<file path="src/rtl/muldiv_iter_64.sv">
// Iterative unsigned multiply (shift-add) / divide (restoring) unit, one result bit per cycle.
// Latency: XLEN+1 cycles from accepted start to o_done; 1 cycle for divide-by-zero.
// Backpressure: o_busy is high in RUN, and i_start is ignored there (no queuing).
//
// Ports:
//   i_clk, i_rst_n  clock (rising edge), async active-low reset
//   i_start         request, accepted in IDLE or DONE
//   i_op            00 MUL (low), 01 MULHU (high), 10 DIVU, 11 REMU
//   i_a, i_b        multiplicand/dividend, multiplier/divisor; sampled only at accept
//   o_busy          high while iterating
//   o_done          one-cycle pulse, o_result valid
//   o_result        registered result, held until the next operation completes
module muldiv_iter_64 #(
  parameter int XLEN  = 64,
  parameter int CNT_W = 7    // 2**CNT_W must exceed XLEN
) (
  input  logic            i_clk,
  input  logic            i_rst_n,
  input  logic            i_start,
  input  logic [1:0]      i_op,
  input  logic [XLEN-1:0] i_a,
  input  logic [XLEN-1:0] i_b,
  output logic            o_busy,
  output logic            o_done,
  output logic [XLEN-1:0] o_result
);

  typedef enum logic [1:0] {
    S_IDLE = 2'd0,
    S_RUN  = 2'd1,
    S_DONE = 2'd2
  } state_t;

  state_t state;
  state_t state_nxt;

  // Operation context captured at accept
  logic [1:0]        op_q;
  logic [XLEN-1:0]   opnd_q;   // multiplicand for MUL*, divisor for DIV*
  logic [CNT_W-1:0]  cnt_q;
  logic [XLEN-1:0]   result_q;

  // Multiply: low half starts as the multiplier and is consumed from the LSB
  // while the product grows in from the top.
  logic [2*XLEN-1:0] prod_q;

  // Divide: quo_q starts as the dividend; its MSBs are shifted into the
  // partial remainder while quotient bits are shifted in at the bottom.
  logic [XLEN:0]     rem_q;
  logic [XLEN-1:0]   quo_q;

  logic accept;
  logic div_zero;
  logic last_iter;

  assign accept    = i_start && (state != S_RUN);
  assign div_zero  = i_op[1] && (i_b == '0);
  assign last_iter = (state == S_RUN) && (cnt_q == CNT_W'(XLEN - 1));

  // ---------------------------------------------------------------------------
  // One iteration of each algorithm, computed every cycle; only the one
  // matching op_q is ever selected for the result.
  // ---------------------------------------------------------------------------
  logic [XLEN:0]     mul_sum;
  logic [2*XLEN-1:0] prod_step;
  logic [XLEN:0]     rem_shift;
  logic [XLEN+1:0]   rem_diff;
  logic              q_bit;
  logic [XLEN:0]     rem_step;
  logic [XLEN-1:0]   quo_step;
  logic [XLEN-1:0]   res_step;

  always_comb begin
    mul_sum   = {1'b0, prod_q[2*XLEN-1:XLEN]} +
                (prod_q[0] ? {1'b0, opnd_q} : {(XLEN+1){1'b0}});
    // The carry out of the add becomes the new top bit after the right shift
    prod_step = {mul_sum, prod_q[XLEN-1:1]};

    rem_shift = {rem_q[XLEN-1:0], quo_q[XLEN-1]};
    // One extra bit so the sign of the trial subtraction is visible
    rem_diff  = {1'b0, rem_shift} - {2'b00, opnd_q};
    q_bit     = ~rem_diff[XLEN+1];
    rem_step  = q_bit ? rem_diff[XLEN:0] : rem_shift;
    quo_step  = {quo_q[XLEN-2:0], q_bit};

    case (op_q)
      2'b00:   res_step = prod_step[XLEN-1:0];
      2'b01:   res_step = prod_step[2*XLEN-1:XLEN];
      2'b10:   res_step = quo_step;
      default: res_step = rem_step[XLEN-1:0];
    endcase
  end

  // ---------------------------------------------------------------------------
  // Control FSM
  // ---------------------------------------------------------------------------
  always_ff @(posedge i_clk or negedge i_rst_n) begin
    if (!i_rst_n) begin
      state <= S_IDLE;
    end else begin
      state <= state_nxt;
    end
  end

  always_comb begin
    state_nxt = state;
    case (state)
      S_IDLE: begin
        if (i_start) begin
          state_nxt = div_zero ? S_DONE : S_RUN;
        end
      end
      S_RUN: begin
        if (last_iter) begin
          state_nxt = S_DONE;
        end
      end
      S_DONE: begin
        if (i_start) begin
          state_nxt = div_zero ? S_DONE : S_RUN;
        end else begin
          state_nxt = S_IDLE;
        end
      end
      default: state_nxt = S_IDLE;
    endcase
  end

  always_comb begin
    o_busy = (state == S_RUN);
    o_done = (state == S_DONE);
  end

  assign o_result = result_q;

  // ---------------------------------------------------------------------------
  // Datapath
  // ---------------------------------------------------------------------------
  always_ff @(posedge i_clk or negedge i_rst_n) begin
    if (!i_rst_n) begin
      op_q     <= 2'b00;
      opnd_q   <= '0;
      cnt_q    <= '0;
      prod_q   <= '0;
      rem_q    <= '0;
      quo_q    <= '0;
      result_q <= '0;
    end else if (accept) begin
      op_q   <= i_op;
      opnd_q <= i_op[1] ? i_b : i_a;
      cnt_q  <= '0;
      prod_q <= {{XLEN{1'b0}}, i_b};
      rem_q  <= '0;
      quo_q  <= i_a;
      // Divide-by-zero skips RUN entirely: RISC-V defines the quotient as
      // all ones and the remainder as the dividend.
      if (div_zero) begin
        result_q <= i_op[0] ? i_a : {XLEN{1'b1}};
      end
    end else if (state == S_RUN) begin
      prod_q <= prod_step;
      rem_q  <= rem_step;
      quo_q  <= quo_step;
      cnt_q  <= cnt_q + CNT_W'(1);
      // Final iteration is folded straight into the result register so it
      // is valid in the same cycle o_done rises.
      if (last_iter) begin
        result_q <= res_step;
      end
    end
  end

endmodule
</file>
<file path="config.mk">
export PLATFORM = sky130hd
export DESIGN_NAME = muldiv_iter_64
export DESIGN_NICKNAME = d
export VERILOG_FILES = /design/src/rtl/muldiv_iter_64.sv
export SDC_FILE = /design/constraint.sdc
export NUM_CORES = 1
export LEC_CHECK = 0
export ABC_AREA = 1
export CAP_MARGIN = 15
export CORE_ASPECT_RATIO = 0.9
export CORE_UTILIZATION = 35
export CTS_CLUSTER_SIZE = 16
export DETAILED_ROUTE_END_ITERATION = 12
export PLACE_DENSITY_LB_ADDON = 0.12
export SLEW_MARGIN = 20
export SYNTH_ARGS = -nofsm -noshare
export SYNTH_HDL_FRONTEND = slang
export SYNTH_SLANG_ARGS = --single-unit
</file>
<file path="constraint.sdc">
create_clock -name i_clk -period 3.64 [get_ports i_clk]
set_clock_uncertainty 0.2 [all_clocks]
set_input_delay 0.728 -clock i_clk [delete_from_list [all_inputs] [get_ports i_clk]]
set_output_delay 0.728 -clock i_clk [all_outputs]
set_load 0.02 [all_outputs]
</file>
==> metrics.txt, run 1 <==
Clock Latency Late Sink 0.62 ns; Slew headroom 0.468; WP data required 3.93 ns; Hold WC Path Type reg2reg; fin crit period 3.54 ns; f_max 283 MHz; DR pass1 iterations 7; synth cell count leaders nand2_1 (1864), inv_1 (853), nor2_1 (396); Max FO, Critical Path 22; synth-to-layout area growth 23.5%; die extent in x 314 microns; placement row count 102; sequential share of the synthesized area 0.322; slew at the pin with the worst max-slew slack 0.797 ns; CTS Buffer Depth 3; Ports 199; DRC violations left 0; FF+latch count, synth 395; met3 Usage GRT 0.0684; top cell type's share of synthesized area 0.322; final net count 5531; Core ar. 86400 sq um; startpoint types register; Ys Warns 0; design area 37900 sq um; Post-synth EDFFs 0; post-DR vias/cell 5.16; final WL 140000 microns; initial antenna violation count 1; switching part of the total 0.532; Antenna Violating Nets Remaining 0; Worst Setup End Kind register; first-pass GRT wire length 206000 microns; Post-Synthesis Cells 4900; gpl congestion 1.00; hpwl dp 111000 microns; Starting Density 0.355; met1 Resource Use GR 0.479; Final Hold Vio Count 0; Reg clk slew, reported paths 0.06 ns; Main synth FF type dfrtp_1; count leader, synth nand2_1; RSZ-0062 raised after global routing true; Worst IR Drop VDD 0.000605 V; Slew Limit Fails 0; worst setup margin 0.104 ns; pre-CTS setup slack -0.122 ns; critical path class reg2reg; number of global-route vias before repair 31300; CTS buffer count 51; leading area contributor after synthesis dfrtp_1; sequential share of power 0.197; mapped cell area 30700 sq um; Avg Inst Size Synth 6.26 sq um; top cells by area, synth dfrtp_1 (32%), nand2_1 (23%), inv_1 (10%); H-tree depth 2; cell leakage power 20.8 nW; WL/cell 21.7 microns; Switch Pwr 21.0 mW; Finish-stage setup viols 0; syn_nets 5164; # clock sinks 395; met2 global-route usage 0.434; Post-Route Utilization 0.439; Pint 18.5 mW; GRT Max-Usage Layer met1; critical path arrival 3.83 ns; starting DRC count in detailed routing 3294; Power Dens Cells 1040 nW/um^2; Combinational Power Share 0.669; global router's overall resource usage 0.310; Distinct cells, synth 47; die height 283 microns; Clk pwr share 0.134; via count 33300; Async SR Flop Fraction 1.00; Port Buf Inserts 198; layout cells sized above 1 0.0943; pin count of the biggest net entering global routing 134; area post-placement 35800 sq um; Hold WS 0.275 ns; Die Area 88900 sq um; Remaining Overflow, GRT 0; status finished clean; fin crit share 0.971; Root Buffer clkbuf_16; Max Cap Viol 0; clock tree from TritonCTS built
==> layer usage <==
layer	wire (microns)	share of wire
met4	2730	0.019
met1	66800	0.48
met2	56400	0.40
met3	14200	0.10
met5	0	0
==> final timing paths <==
path                         startpoint            to  slack [ns]  cells past startpoint
max                           prod_q[0]  o_result[23]        0.10                     19
min                        o_result[29]  o_result[29]        0.27                      2
max reg2reg                   prod_q[0]  o_result[23]        0.10                     19
min reg2reg                o_result[29]  o_result[29]        0.27                      2
max in group asynchronous       i_rst_n     rem_q[55]        1.81                      3
min in group asynchronous       i_rst_n  o_result[14]        0.50                      2
==> state kept, by name, summed over array words and instances, names as in the netlist <==
name      count
cnt_q         7
quo_q        64
o_result     64
op_q          2
rem_q        64
opnd_q       64
prod_q      128
state         2
==> layout make-up <==
cell class | count | area, sq um
antenna | 2 | 5.00
clock buffer | 75 | 1530
clock inverter | 16 | 190
fill | 9188 | 48500
inverter | 864 | 3250
multi-input combinational | 3478 | 17300
sequential | 395 | 9890
tap | 1144 | 1430
timing repair buffer | 477 | 4350
==> per-stage QoR <==
step	std cells	setup TNS, ns	total power [mW]
finish	6451	0	39.4
global route	6450	-0.102	42.3
CTS	6445	0	38.6
detailed placement	6353	-0.122	33.2
global placement	6353	-0.121	33.2
floorplan	4900	0	22.7
==> worst max-delay path, cell delays in order, from the launching register on <==
cell and delay, ns:
dfrtp_2 0.51, buf_12 0.20, nand2_1 0.10, inv_1 0.05
ha_1 0.32, buf_4 0.17, nand2_1 0.14, nor2_1 0.10
nand2_1 0.15, inv_1 0.06, nand2_1 0.11, nand3_4 0.12
buf_4 0.16, or2_2 0.28, nand3_1 0.10, o21ai_0 0.12
nor3_2 0.25, nand2_1 0.10, nand2_1 0.09, nand2_1 0.05
==> power by group through the flow <==
stage | sequential, mW | clock, mW | combinational [mW]
floorplan | 7.67 | 0 | 15.1
global placement | 7.75 | 0 | 25.4
detailed placement | 7.73 | 0 | 25.5
CTS | 7.70 | 5.37 | 25.6
global route | 7.94 | 5.55 | 28.8
finish | 7.76 | 5.29 | 26.4
==> placed cells by master, fill, tap and decap left out, types with 15 or more instances in the layout <==
cell type / n
a211oi_1: 17
a21oi_1: 111
a22o_1: 45
a32o_1: 35
buf_12: 20
buf_4: 255
clkbuf_16: 53
clkdlybuf4s50_1: 197
dfrtp_1: 393
ha_1: 120
inv_1: 850
nand2_1: 1836
nand2_2: 31
nand3_1: 242
nand3b_1: 26
nand4_1: 20
nor2_1: 362
nor2_2: 31
nor3_1: 30
nor4_1: 15
o211ai_1: 34
o21ai_0: 227
o21ai_1: 30
o221ai_1: 77
o22ai_1: 33
xnor2_1: 16
xor2_1: 46
==> logic make-up (layout without fill, tap and decap cells) <==
kind of cell,count (synthesis),in the layout,synth area share
buffers and inverters,1027,1432,0.128
and+or+nand+nor,2640,2640,0.344
adders and majority gates,131,131,0.0539
xor gates and xnor gates,63,63,0.0180
AOI/OAI and AO/OA,644,644,0.134
other,0,2,0
DFF,395,395,0.322
==> what timing repair did <==
action                                  4_1_cts  5_1_grt
endpoints found under the setup margin        1       43
resized for setup                             2       99
buffers inserted                              0        3
gates cloned                                  0        1
hold buffers                                  1        0
hold endpoints to repair                     63        0
pin swaps                                     0        4
No activity file was read; power rests on OpenSTA's default activity.
==> run 2, diff against run 1 <==
Settings changed: ABC_AREA 1 to default.
==> run 2 against run 1 <==
Effect of this change: the flow now finishes with violations (setup timing); sequential share of layout area fell by 1.5 points; sequential cell count did not move; power rose by 22%; critical path depth fell by 1; final cell count fell by 20%; sequential power rose by 7.1%; hold slack improved by 0.014 ns; combinational power rose by 31%; die area fell by 9.4%; register-to-register slack got worse by 0.49 ns; clock power fell by 5.1%; critical path type unchanged; critical endpoint is now o_result[58]; highest routed layer is now met5.
==> metrics.txt, run 2 <==
Clock Latency Late Sink 0.64 ns; slew at the pin with the worst max-slew slack 1.04 ns; clock tree from TritonCTS built; Main synth FF type dfrtp_1; RSZ-0062 raised after global routing true; DR pass1 iterations 5; Distinct cells, synth 78; Ys Warns 0; WP data required 3.92 ns; gpl congestion 0.929; Largest Register prod_q; DRC violations left 0; CTS buffer count 47; Core ar. 78200 sq um; Die Area 80500 sq um; Slew headroom 0.308; most frequent cells in the layout buf_4 (619), nand2_1 (453), o21ai_0 (401); post-DR vias/cell 5.46; crit-path cells buf_4 -> and2_1 -> ha_4 -> buf_4 -> nand2_1 -> o21ai_0 -> a31oi_1 -> o211ai_1 -> buf_4 -> a32o_2 -> o21bai_4 -> o31ai_2 -> buf_4 -> a31oi_1 -> xor2_1 -> o221ai_1 -> nand2b_1 -> o31ai_1; count leader, synth o21ai_0; CTS Buffer Depth 3; leading area contributor after synthesis dfrtp_1; Max Cap Viol 0; H-tree depth 2; synth-to-layout area growth 44.9%; die height 269 microns; Slew Limit Fails 0; antenna cells 0; worst setup margin -0.385 ns; FF+latch count, synth 395; Worst IR Drop VDD 0.000634 V; top cell type's share of synthesized area 0.356; startpoint types register; f_max 248 MHz; sequential share of the synthesized area 0.356; pin count of the biggest net entering global routing 139; Post-Synthesis Cells 3377; top cells by area, synth dfrtp_1 (36%), o21ai_0 (8.9%), mux2i_1 (8.9%); CP delay by family, top compound AO/OA/AOI/OAI gates; fin crit period 4.03 ns; top sig layer met5; Worst Setup End Kind register; fin crit share 1.11; Antenna Violating Nets Remaining 0; hpwl dp 87600 microns; status finished, violations left; pre-CTS setup slack -0.641 ns; Worst path most repeated cell buf_4; Reg clk slew, reported paths 0.06 ns; Post-synth EDFFs 0; Remaining Overflow, GRT 0; Root Buffer clkbuf_16; failing checks setup timing; global router's overall resource usage 0.284; mapped cell area 27800 sq um; critical path arrival 4.31 ns; via count 28300; synth cell count leaders o21ai_0 (495), nand2_1 (490), dfrtp_1 (395); Ports 199; die extent in x 299 microns; initial antenna violation count 5; TNS Setup -12.93 ns; starting DRC count in detailed routing 2344; placement row count 97; final net count 4376; CP max stage cell dfrtp_2; CP max stage delay 0.49 ns; Async SR Flop Fraction 1.00; Port Buf Inserts 198; first-pass GRT wire length 175000 microns; # clock sinks 395; crit path buf inv count 4; WL met2 47100 microns; max reg flops 128; Final Hold Vio Count 0; Max FO, Critical Path 6; number of global-route vias before repair 27300; most common cell after layout, fill and taps aside buf_4; Hold WC Path Type reg2reg; syn_nets 3641; critical path class reg2reg; Power Dens Cells 1190 nW/um^2; met3 wire len 9630 microns; layout cells sized above 1 0.295; Starting Density 0.356; Avg Inst Size Synth 8.23 sq um; Finish-stage setup viols 88; met1 WL 58100 microns; WL/cell 22.6 microns; cell leakage power 18.3 nW; final WL 117000 microns
==> run 2: cell count changes in the layout (fill, tap and decap cells not counted), moves of 67 or more <==
cell / previous run / this run
inv_1: 850 / 104
buf_4: 255 / 619
a21oi_2: 4 / 71
o21ai_0: 227 / 401
nor2_1: 362 / 188
nand2_1: 1836 / 453
mux2i_1: 0 / 233
nand3_1: 242 / 124
==> run 2: where the power goes <==
part           leakage, nW  internal [mW]  total [mW]  switching [mW]
combinational         12.7           16.6        34.7            18.1
sequential            4.80           6.41        8.31            1.90
clock                0.778           2.86        5.02            2.16
total                 18.3           25.9        48.0            22.2
==> run 2: path summary, 6_finish.rpt <==
check / start / to / slack, ns / depth (start not counted)
hold / removal: state[1] / state[1] / 0.29 / 1
hold reg to reg: state[1] / state[1] / 0.29 / 1
setup reg to reg: prod_q[0] / o_result[58] / -0.39 / 18
min in group asynchronous: i_rst_n / quo_q[14] / 0.44 / 2
setup / recovery: prod_q[0] / o_result[58] / -0.39 / 18
max in group asynchronous: i_rst_n / opnd_q[17] / 1.93 / 3
==> run 2: per-stage QoR <==
stage               instances  power [mW]  utilization  area [sq um]  hold slack (ns)
floorplan                3377        22.3            -         27800            0.232
global placement         5025        34.9        0.452         35300            0.262
detailed placement       5025        34.9        0.452         35300            0.280
CTS                      5157        44.5        0.496         38800            0.287
global route             5188        51.0        0.515         40300            0.330
finish                   5188        48.0        0.515         40300            0.289
==> run 2: worst register-to-register path, delay by kind of cell (launching register included) <==
family / cells / cell delay [ns]
compound gates: 9 / 1.65
buf+inv: 4 / 0.71
flops: 1 / 0.49
simple gates: 3 / 0.35
fa+ha+maj: 1 / 0.30
xor+xnor: 1 / 0.18
==> run 2: cell families after synthesis <==
kind of cell	after synthesis	synth area share
simple gates	1046	0.167
compound gates	1048	0.220
flops	395	0.356
buf+inv	330	0.0456
fa+ha+maj	131	0.0595
mux	308	0.115
xor+xnor	119	0.0375
==> run 2: metal layers <==
layer  track usage  vias up
li1              -    13500
met1         0.439    13900
met2         0.386      839
met3        0.0727      120
met4        0.0689        4
met5             0        -
==> run 2: final cells by class <==
class | instances | area, sq um
fill | 7456 | 37900
multi-input combinational | 2652 | 19000
sequential | 395 | 9910
timing repair buffer | 906 | 8020
clock buffer | 71 | 1390
tap | 1039 | 1300
inverter | 110 | 425
clock inverter | 15 | 196
==> run 2: timing repair <==
| item | 4_1_cts | 5_1_grt |
|---|---|---|
| endpoints found under the hold margin | 51 | 0 |
| gates cloned | 7 | 0 |
| hold buffers | 1 | 0 |
| gates resized for setup | 349 | 292 |
| endpoints found under the setup margin | 151 | 151 |
| pin swaps | 113 | 105 |
| buffers inserted | 45 | 44 |
